File: config.mk
export PLATFORM = sky130hd
export DESIGN_NAME = mem_stage_sram_ctrl
export DESIGN_NICKNAME = d
export VERILOG_FILES = /design/src/rtl/mem_stage_sram_ctrl.sv
export SDC_FILE = /design/constraint.sdc
export NUM_CORES = 1
export LEC_CHECK = 0
export CORE_MARGIN = 3
export CORE_UTILIZATION = 30
export DETAILED_ROUTE_END_ITERATION = 16
export PLACE_DENSITY_LB_ADDON = 0.08
export SLEW_MARGIN = 20
export SYNTH_ARGS = -nofsm -noshare
export SYNTH_HDL_FRONTEND = slang
export SYNTH_SLANG_ARGS = --single-unit
File: constraint.sdc
create_clock -name clk -period 2.3 [get_ports clk]
set_input_delay 0.46 -clock clk [delete_from_list [all_inputs] [get_ports clk]]
set_output_delay 0.46 -clock clk [all_outputs]
set_load 0.005 [all_outputs]
File: src/rtl/mem_stage_sram_ctrl.sv
// MEM stage: 32-bit load/store over a 16-bit SRAM (LO then HI half, SRAM_WAIT extra cycles each); MEM_ADDR_OFFSET_EN rebases data at byte 1024.
// Latency: non-memory ops 0 stall; memory ops assert freeze_out for 2*(SRAM_WAIT+1)+1 cycles, results load in DONE.
module mem_stage_sram_ctrl #(
  parameter int unsigned SRAM_WAIT = 1
) (
  input  logic        clk,
  input  logic        rst,
  input  logic        wb_en_in,
  input  logic        mem_r_en_in,
  input  logic        mem_w_en_in,
  input  logic [31:0] alu_res_in,
  input  logic [31:0] val_Rm_in,
  input  logic [3:0]  dest_in,
  output logic        freeze_out,
  output logic        wb_en_out,
  output logic        mem_r_en_out,
  output logic [31:0] alu_res_out,
  output logic [31:0] mem_data_out,
  output logic [3:0]  dest_out,
  output logic [17:0] sram_addr,
  output logic [15:0] sram_wdata,
  input  logic [15:0] sram_rdata,
  output logic        sram_we_n
);

  typedef enum logic [1:0] {IDLE, LO, HI, DONE} state_t;

  localparam logic [2:0] WAIT_LD = 3'(SRAM_WAIT);

  state_t      state, state_nxt;
  logic [2:0]  cnt, cnt_nxt;
  logic [15:0] rd_lo, rd_hi;
  logic [31:0] eff_addr;
  logic        req, is_rd, is_wr;
  logic        unused_addr_bits;

`ifdef MEM_ADDR_OFFSET_EN
  assign eff_addr = alu_res_in - 32'd1024;
`else
  assign eff_addr = alu_res_in;
`endif

  assign unused_addr_bits = ^{eff_addr[31:19], eff_addr[1:0]};

  // A simultaneous read and write request is treated as a read.
  assign req   = mem_r_en_in | mem_w_en_in;
  assign is_rd = mem_r_en_in;
  assign is_wr = mem_w_en_in & ~mem_r_en_in;

  assign freeze_out = ~rst & req & (state != DONE);

  always_comb begin
    state_nxt  = state;
    cnt_nxt    = cnt;
    sram_addr  = 18'd0;
    sram_we_n  = 1'b1;
    sram_wdata = 16'd0;
    case (state)
      IDLE: begin
        if (req) begin
          state_nxt = LO;
          cnt_nxt   = WAIT_LD;
        end
      end
      LO: begin
        sram_addr  = {eff_addr[18:2], 1'b0};
        sram_we_n  = ~is_wr;
        sram_wdata = is_wr ? val_Rm_in[15:0] : 16'd0;
        if (cnt == 3'd0) begin
          state_nxt = HI;
          cnt_nxt   = WAIT_LD;
        end else begin
          cnt_nxt = cnt - 3'd1;
        end
      end
      HI: begin
        sram_addr  = {eff_addr[18:2], 1'b1};
        sram_we_n  = ~is_wr;
        sram_wdata = is_wr ? val_Rm_in[31:16] : 16'd0;
        if (cnt == 3'd0) begin
          state_nxt = DONE;
          cnt_nxt   = 3'd0;
        end else begin
          cnt_nxt = cnt - 3'd1;
        end
      end
      DONE: begin
        state_nxt = IDLE;
      end
      default: begin
        state_nxt = IDLE;
        cnt_nxt   = 3'd0;
      end
    endcase
  end

  always_ff @(posedge clk) begin
    if (rst) begin
      state <= IDLE;
      cnt   <= 3'd0;
      rd_lo <= 16'd0;
      rd_hi <= 16'd0;
    end else begin
      state <= state_nxt;
      cnt   <= cnt_nxt;
      // Each half is captured on the final wait cycle of its phase.
      if (state == LO && cnt == 3'd0 && is_rd) rd_lo <= sram_rdata;
      if (state == HI && cnt == 3'd0 && is_rd) rd_hi <= sram_rdata;
    end
  end

  always_ff @(posedge clk) begin
    if (rst) begin
      wb_en_out    <= 1'b0;
      mem_r_en_out <= 1'b0;
      alu_res_out  <= 32'd0;
      mem_data_out <= 32'd0;
      dest_out     <= 4'd0;
    end else if (freeze_out) begin
      wb_en_out    <= 1'b0;
      mem_r_en_out <= 1'b0;
    end else begin
      wb_en_out    <= wb_en_in;
      mem_r_en_out <= mem_r_en_in;
      alu_res_out  <= alu_res_in;
      dest_out     <= dest_in;
      if (state == DONE && is_rd) mem_data_out <= {rd_hi, rd_lo};
    end
  end

endmodule

== Word level (Yosys, flattened, before mapping) ==
Cells that the tools add are included.
Word-level totals
  flip-flop bits (word level): 107
  input port bits: 89
  output and inout bits: 106
  logic and storage cells: 51
Operators by class
  add/subtract/negate cells: 1
  equal/unequal tests: 7
  multiplexer cells: 13
  bitwise logic cells: 8
  reduce and logical (&&, ||, !) cells: 13
Operator list (count)
  case mux 18 bit (2 select lines): 1
  two-way mux 16 bit: 2
  case mux 16 bit (2 select lines): 1
  two-way mux 3 bit: 3
  case mux 3 bit (3 select lines): 1
  inequality test 2 bit (second input constant): 4
  case mux 2 bit (4 select lines): 1
  two-way mux 2 bit: 3
  logical AND 1 bit: 5
  equality test 2 bit (second input constant): 2
  inverter 1 bit: 4
  AND reduction 2 bit: 2
  OR reduction 2 bit: 2
  bitwise AND 1 bit: 3
  zero test 3 bit: 1
  AND reduction 3 bit: 1
  nonzero test 3 bit: 1
  subtractor 3 x 1 -> 3 bit (second input constant): 1
  equality test 2 x 1 -> 1 bit (second input constant): 1
  zero test 2 bit: 1
  two-way mux 1 bit: 1
  bitwise OR 1 bit: 1

== Logic depth before layout (Yosys ltp) ==
Gate-level depths: netlist of the first run.
  word-level depth: 5
  gate-level depth with buffers: 7

== Worst setup path after synthesis of the first run ==
Ideal clock, no wire load.
  kind: reg2out
  from: reg state[0]
  to: out sram_wdata[10]
  arrival time: 1364 ps
  required time: 1840 ps
  setup slack: 476 ps
  stages on the path, launching flop included: 6
  path buffers: 1
  path through: dfxtp_1 -> inv_1 -> ha_1 -> nand3b_1 -> clkbuf_1 -> nor2_1
On the way
  word-level cells in the longest chain between the ends: 2
  elaborated cells between the ends (all ways): 3
RTL lines
  from (decl): RTL line 30  | state_t state, state_nxt;
  from (signal assigned): RTL line 104  | state <= state_nxt;
  equality test 2 bit / equality test 2 x 1 -> 1 bit (equally long branches): RTL line 58  | case (state)
  case mux 16 bit (2 select lines) *: RTL line 58
  to (decl): RTL line 21  | output logic [15:0] sram_wdata,
Every way passes the cells marked *; elsewhere a longest branch is shown, timed or not.

== Final worst setup path of the first run ==
  from: in mem_r_en_in
  to: out sram_wdata[11]
On the way
  word-level cells in the longest chain between the ends: 4
  elaborated cells between the ends (all ways): 5
RTL lines
  from (decl): RTL line 9  | input logic mem_r_en_in,
  inverter 1 bit *: RTL line 48  | assign is_wr = mem_w_en_in & ~mem_r_en_in;
  bitwise AND 1 bit *: RTL line 48
  two-way mux 16 bit, on equally long branches: RTL line 79, 68
  case mux 16 bit (2 select lines) *: RTL line 58
Marks and branches as above.

==> metrics.cfg, run 1 <==
[status]
status = finished clean

[global_route]
use_met2_pct = 24.3
grt_util_met1_pct = 18.4
overflow = 0
grt.total_usage_pct = 14.8
grt_first_pass_wirelength_um = 20100
first_global_vias = 3934
grt_max_degree = 65
top_usage_layer = met2
antenna_found_initial = 0
gr-usage-met3_pct = 3.98

[logic_synthesis]
synth.most_common_cell = dfxtp_1
synthSimpleGateAreaFrac_pct = 22.6
synth.avg_cell_area_um2 = 9.73
syn_area_mm2 = 0.00468
yosys.area.top_type_share_pct = 45.8
yosysUniqueCellTypes = 34
syn_nets = 575
synth_top_family_by_area = simple AND/OR/NAND/NOR gates
synth-compound-area-share_pct = 7.92
synthAdderAreaFrac_pct = 1.34
yosys-top-cells-area = dfxtp_1 46%, mux2_4 9.3%, mux2i_1 6.8%
synth_top_area_cell = dfxtp_1
synthArstFlopShare_pct = 0
synth_xor_area_share_pct = 0
synth_edf_count = 0
synthFlopType = dfxtp_1
synth_commonest_cells = 107 x dfxtp_1, 65 x nand2_1, 50 x nand2b_1
synth.area.mux_share_pct = 17.8
yosys_warnings = 0
seq_area_frac_synth_pct = 45.8
synth_cells = 481
synth-seq-cells = 107

[cts]
cts_buffer_depth = 2
numCtsBuffers = 9
cts_tree = done
clk_latency_ns = 0.35
cts.sinks = 107
cts.clk_slew.worst_paths_ns = 0.07
cts-htree-levels = 3
clockRootBuffer = clkbuf_16

[drt]
totalWireLength_um = 12700
ant_nets = 0
drc_errors = 0
dr.pass1.iters = 4
vias = 3934
drtIter0Drc = 144
avgRoutedWirePerCell_um = 14.7
vias_per_cell = 4.57

[floorplanning]
io_pins = 195
fp.dieW_um = 131
rows = 45
die_area_mm2 = 0.0171
initial_core_util_pct = 30.8
coreArea_mm2 = 0.0152
die_h_um = 131

[critical_path]
worst-path-max-fanout = 17
path_class = in -> out
cp_slowest_cell = clkdlybuf4s50_1
critPathMaxStageDelay_ns = 0.42
crit_buf_inv = 4
cp_top_family = buffers and inverters
critical_path_required_ns = 1.84
crit_path_end_kind = primary output
cp_cell_sequence = clkdlybuf4s50_1, buf_4, nand3b_1, buf_12, nor2_1, dlygate4sd2_1
start_kind = primary input
cp.arrival_ns = 1.78

[layout]
areaGrowthSynthToFinish_pct = 52.5
final_nets = 762
n_antenna_cell = 0
drive_gt1_share_pct = 12.9
post-route-util_pct = 46.9
fillCellCount = 1467
multiInputGateArea_mm2 = 0.00237
seqCellArea_mm2 = 0.00215

[power_and_ir_drop]
p_int_mw = 3.93
clkPwrFrac_pct = 27.7
power_density_mw_per_mm2 = 767
power_switching_mw = 1.54
ir_drop_v = 0.000334
power_frac_seq_pct = 39.1
power.leakage_nw = 2.85
switching_share_pct = 28.1
pwr-share-comb_pct = 33.2

[sta]
max_freq_ghz = 0.447
hold_viol = 0
layout_min_cycle_time_ns = 2.24
fin_crit_sh_pct = 97.2
maxSlewViolCount = 0
finalSetupTns_ns = 0
rsz0062_at_grt = false
skew_ns = 0.00680
slew_headroom_pct = 58.3
worst_pin_slew_ns = 0.626
setup_viol = 0

[worst_hold_path]
min_path_type = reg -> reg

[flow_run]
max_cap_violations = 0

[place]
gp_congestion = 0.769
hpwlAfterDp_um = 9060
numPortBuffers = 194

[sequential cells by signal (all words and copies together) (netlist names), 2 cells and up]
signal        cells
state             2
dest_out          4
mem_data_out     32
cnt               3
rd_hi            16
alu_res_out      32
rd_lo            16
[layer usage]
layer	vias to the layer above	wire, um
met1	1840	5510
met2	112	6180
met3	19	713
met5	-	0
li1	1963	-
met4	0	275
[worst register-to-register path, stage by stage, from the launching register on]
cell and delay (ns):
dfxtp_2 0.32, buf_4 0.15, ha_1 0.19, or3_4 0.39, buf_4 0.33, mux2_4 0.39
[layout by cell type (no fill, tap or decap), types with 10 or more instances in the layout]
cell type and count:
dfxtp_1 105, nor2b_1 36, clkdlybuf4s50_1 157, nand2_1 65, mux2_4 29, a22oi_1 16, buf_4 10, and2_1 18
nand2b_1 50, a21oi_1 36, mux2i_1 32, nor2_1 19, dlygate4sd2_1 26
[cells by family after synthesis]
group	Yosys count
buffers and inverters	38
muxes	68
adders and majority gates	5
DFF	107
and+or+nand+nor	201
AOI/OAI and AO/OA	62
[worst paths after layout]
kind	start	endpoint	slack, ns	depth (start not counted)
setup reg to reg	state[1]	alu_res_out[28]	0.43	5
setup / recovery	mem_r_en_in	sram_wdata[11]	0.06	6
hold reg to reg	rd_lo[1]	mem_data_out[1]	0.45	2
hold / removal	rd_lo[1]	mem_data_out[1]	0.45	2
[through the flow]
| step | std cells | total power [mW] | hold slack, ns | area [um^2] | worst slack [ns] |
|---|---|---|---|---|---|
| after floorplan | 481 | 3.06 | 0.432 | 4680 | 0.476 |
| after global placement | 843 | 3.88 | 0.444 | 6830 | -0.254 |
| after detailed placement | 843 | 3.91 | 0.447 | 6830 | -0.266 |
| after CTS | 860 | 5.58 | 0.452 | 7160 | 0.0171 |
| after global routing | 860 | 5.79 | 0.469 | 7140 | 0.00359 |
| final | 860 | 5.47 | 0.447 | 7140 | 0.0641 |
[area by class of cell]
type | instances | share of cell area (%)
Inverter | 4 | 0.245
Timing Repair Buffer | 210 | 29.2
Clock buffer | 11 | 3.26
Multi-Input combinational cell | 336 | 33.2
Tap cell | 188 | 3.30
Clock inverter | 4 | 0.736
Sequential cell | 107 | 30.1
[power groups by stage]
stage / clock network [mW] / registers (mW) / logic, mW
2_1_floorplan: 0 / 2.16 / 0.898
3_3_place_gp: 0 / 2.16 / 1.72
3_5_place_dp: 0 / 2.17 / 1.74
4_1_cts: 1.59 / 2.14 / 1.85
5_1_grt: 1.64 / 2.16 / 1.99
6_report: 1.52 / 2.14 / 1.81
[repair_timing]
item	CTS	global route
setup endpoints to repair	36	11
setup buffers	1	0
hold endpoints to repair	0	0
hold buffers	0	0
gates resized for setup	54	14
pin swaps	2	1
gates cloned	1	0
(Power assumes the default switching activity.)
==> run 2: changes to the inputs <==
--- a/config.mk
+++ b/config.mk
@@ -8,7 +8,7 @@
 export CORE_MARGIN = 3
 export CORE_UTILIZATION = 30
 export DETAILED_ROUTE_END_ITERATION = 16
-export PLACE_DENSITY_LB_ADDON = 0.08
+export PLACE_DENSITY = 0.68
 export SLEW_MARGIN = 20
 export SYNTH_ARGS = -nofsm -noshare
 export SYNTH_HDL_FRONTEND = slang
==> run 2 against run 1 <==
Compared with the run above: sequential power is essentially flat; die area did not move; cell area grew 1.1%; worst setup slack got worse by 0.016 ns; via count rose by 0.81%; largest power group unchanged.
==> metrics.cfg, run 2 (synthesis gave the netlist of run 1 again) <==
[layout]
drive_gt1_share_pct = 15.3  ; +2.4 points
areaGrowthSynthToFinish_pct = 54.3
stdcell_count = 867  ; +0.81%
most-common-layout-cells = 156 x clkdlybuf4s50_1, 105 x dfxtp_1, 65 x nand2_1
post-route-util_pct = 47.5  ; +0.54 points
top_regs = alu_res_out: 32 flops, mem_data_out: 32 flops
final_nets = 768  ; +0.79%
final_area_mm2 = 0.00722  ; +1.1%
mostFrequentLayoutCell = clkdlybuf4s50_1
n_antenna_cell = 0  ; unchanged
fillCellCount = 1408  ; -4.0%

[critical_path]
cp_slowest_cell = dfxtp_4
start_kind = register
r2r_end = alu_res_out[28]
cp_cell_sequence = inv_4, ha_4, nand3b_1, buf_4, buf_12, buf_4, nor2_1, buf_2
critPathCapture = sram_wdata[15]
path_class = reg -> out
worst-path-max-fanout = 7  ; -10
rr_worst_depth = 4  ; -1
critPathMaxStageDelay_ns = 0.38  ; -0.04 ns
critPathLaunch = state[1]
cp.arrival_ns = 1.79  ; about the same
crit_path_end_kind = primary output
cpMostUsedCell = buf_4
critical_path_required_ns = 1.84  ; about the same
r2r_slack_ns = 0.50  ; +0.07 ns
reg2reg_from = state[0]

[cts]
cts.clk_slew.worst_paths_ns = 0.08  ; about the same
cts-htree-levels = 3  ; unchanged
cts_buffer_depth = 2  ; unchanged
hold_buffers = 0  ; unchanged
numCtsBuffers = 9  ; unchanged
cts_tree = done
cts.sinks = 107  ; unchanged
clockRootBuffer = clkbuf_16
clk_latency_ns = 0.35  ; about the same

[sta]
layout_min_cycle_time_ns = 2.25  ; +0.0163 ns
hold_viol = 0  ; unchanged
worst_pin_slew_ns = 0.697  ; +0.0711 ns
max_freq_ghz = 0.444  ; -0.73%
slew_headroom_pct = 53.5  ; -4.7 points
maxSlewViolCount = 0  ; unchanged
whs_ns = 0.455  ; +0.00774 ns
finalSetupTns_ns = 0  ; unchanged
fin_crit_sh_pct = 97.9  ; +0.71 points
worst_slack_ns = 0.0477  ; -0.0163 ns
skew_ns = 0.00731  ; +0.000508 ns
setup_viol = 0  ; unchanged
rsz0062_at_grt = true

[drt]
avgRoutedWirePerCell_um = 14.5  ; -1.9%
drtIter0Drc = 158  ; +9.7%
vias_per_cell = 4.57  ; about the same
ant_nets = 0  ; unchanged
drc_errors = 0  ; unchanged
totalWireLength_um = 12500  ; -1.1%
vias = 3966  ; +0.81%
dr.pass1.iters = 4  ; unchanged

[global_route]
grt_first_pass_wirelength_um = 19000  ; -5.1%
antenna_found_initial = 0  ; unchanged
grt.total_usage_pct = 14.1  ; -0.72 points
first_global_vias = 3846  ; -2.2%
overflow = 0  ; unchanged
grt_max_degree = 88  ; +35%

[power_and_ir_drop]
ir_drop_v = 0.000381  ; +14%
p_int_mw = 3.95  ; +0.48%
clkPwrFrac_pct = 27.2  ; -0.5 points
power_frac_seq_pct = 38.4  ; -0.7 points
switching_share_pct = 29.4  ; +1.2 points
power_density_mw_per_mm2 = 775  ; +1.1%
power.leakage_nw = 2.83  ; -0.86%
power_switching_mw = 1.64  ; +6.8%
pwr-share-comb_pct = 34.4  ; +1.2 points
power_mw = 5.59  ; +2.3%

[floorplanning]
die_area_mm2 = 0.0171  ; unchanged
coreArea_mm2 = 0.0152  ; unchanged
rows = 45  ; unchanged
initial_core_util_pct = 30.8  ; unchanged
fp.dieW_um = 131  ; unchanged
die_h_um = 131  ; unchanged
io_pins = 195  ; unchanged

[place]
hpwlAfterDp_um = 8780  ; -3.1%
numPortBuffers = 194  ; unchanged
dp_worst_setup_slack_ns = -0.287  ; -0.0208 ns
dpl-instance-area_mm2 = 0.00680  ; -0.40%
gp_congestion = 0.765  ; -0.42%
dp.cells = 841  ; -0.24%

[flow_run]
max_cap_violations = 0  ; unchanged

[worst_hold_path]
min_path_type = reg -> reg

[status]
status = finished clean

## run 2: critical path: cells and delay by family, from the launching register on
family        cells  cell delay (ns)
buf+inv           5             0.59
flops             1             0.38
fa+ha+maj         1             0.28
simple gates      2             0.19
## run 2: area by class of cell
class	count	area [um^2]	share of cell area [%]
Multi-Input combinational cell	336	2380	32.9
Clock inverter	6	57.6	0.798
Inverter	4	17.5	0.243
Sequential cell	107	2150	29.8
Timing Repair Buffer	216	2140	29.7
Tap cell	188	235	3.26
Clock buffer	10	239	3.31
## run 2: timing repair
| item | 4_1_cts | 5_1_grt |
|---|---|---|
| pin swaps | 2 | 1 |
| resized for setup | 69 | 37 |
| setup buffers | 5 | 3 |
| cloned | 2 | 0 |
| endpoints found under the setup margin | 35 | 26 |
## run 2: routing by layer
| metal | vias to the layer above | GRT usage (%) | share of wire [%] |
|---|---|---|---|
| met1 | 1838 | 16.9 | 43 |
| met4 | 0 | 3.75 | 1.3 |
| met5 | - | 0 | 0 |
| met2 | 136 | 23.7 | 49 |
| li1 | 1978 | - | - |
| met3 | 14 | 5.61 | 6.9 |
## run 2: power groups by stage
| stage | logic (mW) | registers (mW) | clock network (mW) |
|---|---|---|---|
| final | 1.92 | 2.15 | 1.52 |
| after global routing | 2.07 | 2.17 | 1.65 |
| after CTS | 1.85 | 2.15 | 1.58 |
| after detailed placement | 1.69 | 2.17 | 0 |
| after global placement | 1.66 | 2.16 | 0 |
| after floorplan | 0.898 | 2.16 | 0 |
## run 2: worst min-delay path by stage
| stage | to | startpoint | depth (start not counted) |
|---|---|---|---|
| final | mem_data_out[12] | rd_lo[12] | 2 |
| after detailed placement | mem_data_out[20] | rd_hi[4] | 2 |
| after floorplan | mem_data_out[0] | rd_lo[0] | 2 |
| after global placement | mem_data_out[18] | rd_hi[2] | 2 |
| after global routing | mem_data_out[25] | rd_hi[9] | 2 |
| after CTS | mem_data_out[20] | rd_hi[4] | 2 |
==> run 3: changes to the inputs <==
--- a/config.mk
+++ b/config.mk
@@ -7,6 +7,7 @@
 export LEC_CHECK = 0
 export CORE_MARGIN = 3
 export CORE_UTILIZATION = 30
+export CTS_CLUSTER_SIZE = 30
 export DETAILED_ROUTE_END_ITERATION = 16
 export PLACE_DENSITY = 0.68
 export SLEW_MARGIN = 20
==> results of run 3 <==
No change in the layout: final DEF, timing and power equal those of run 2.
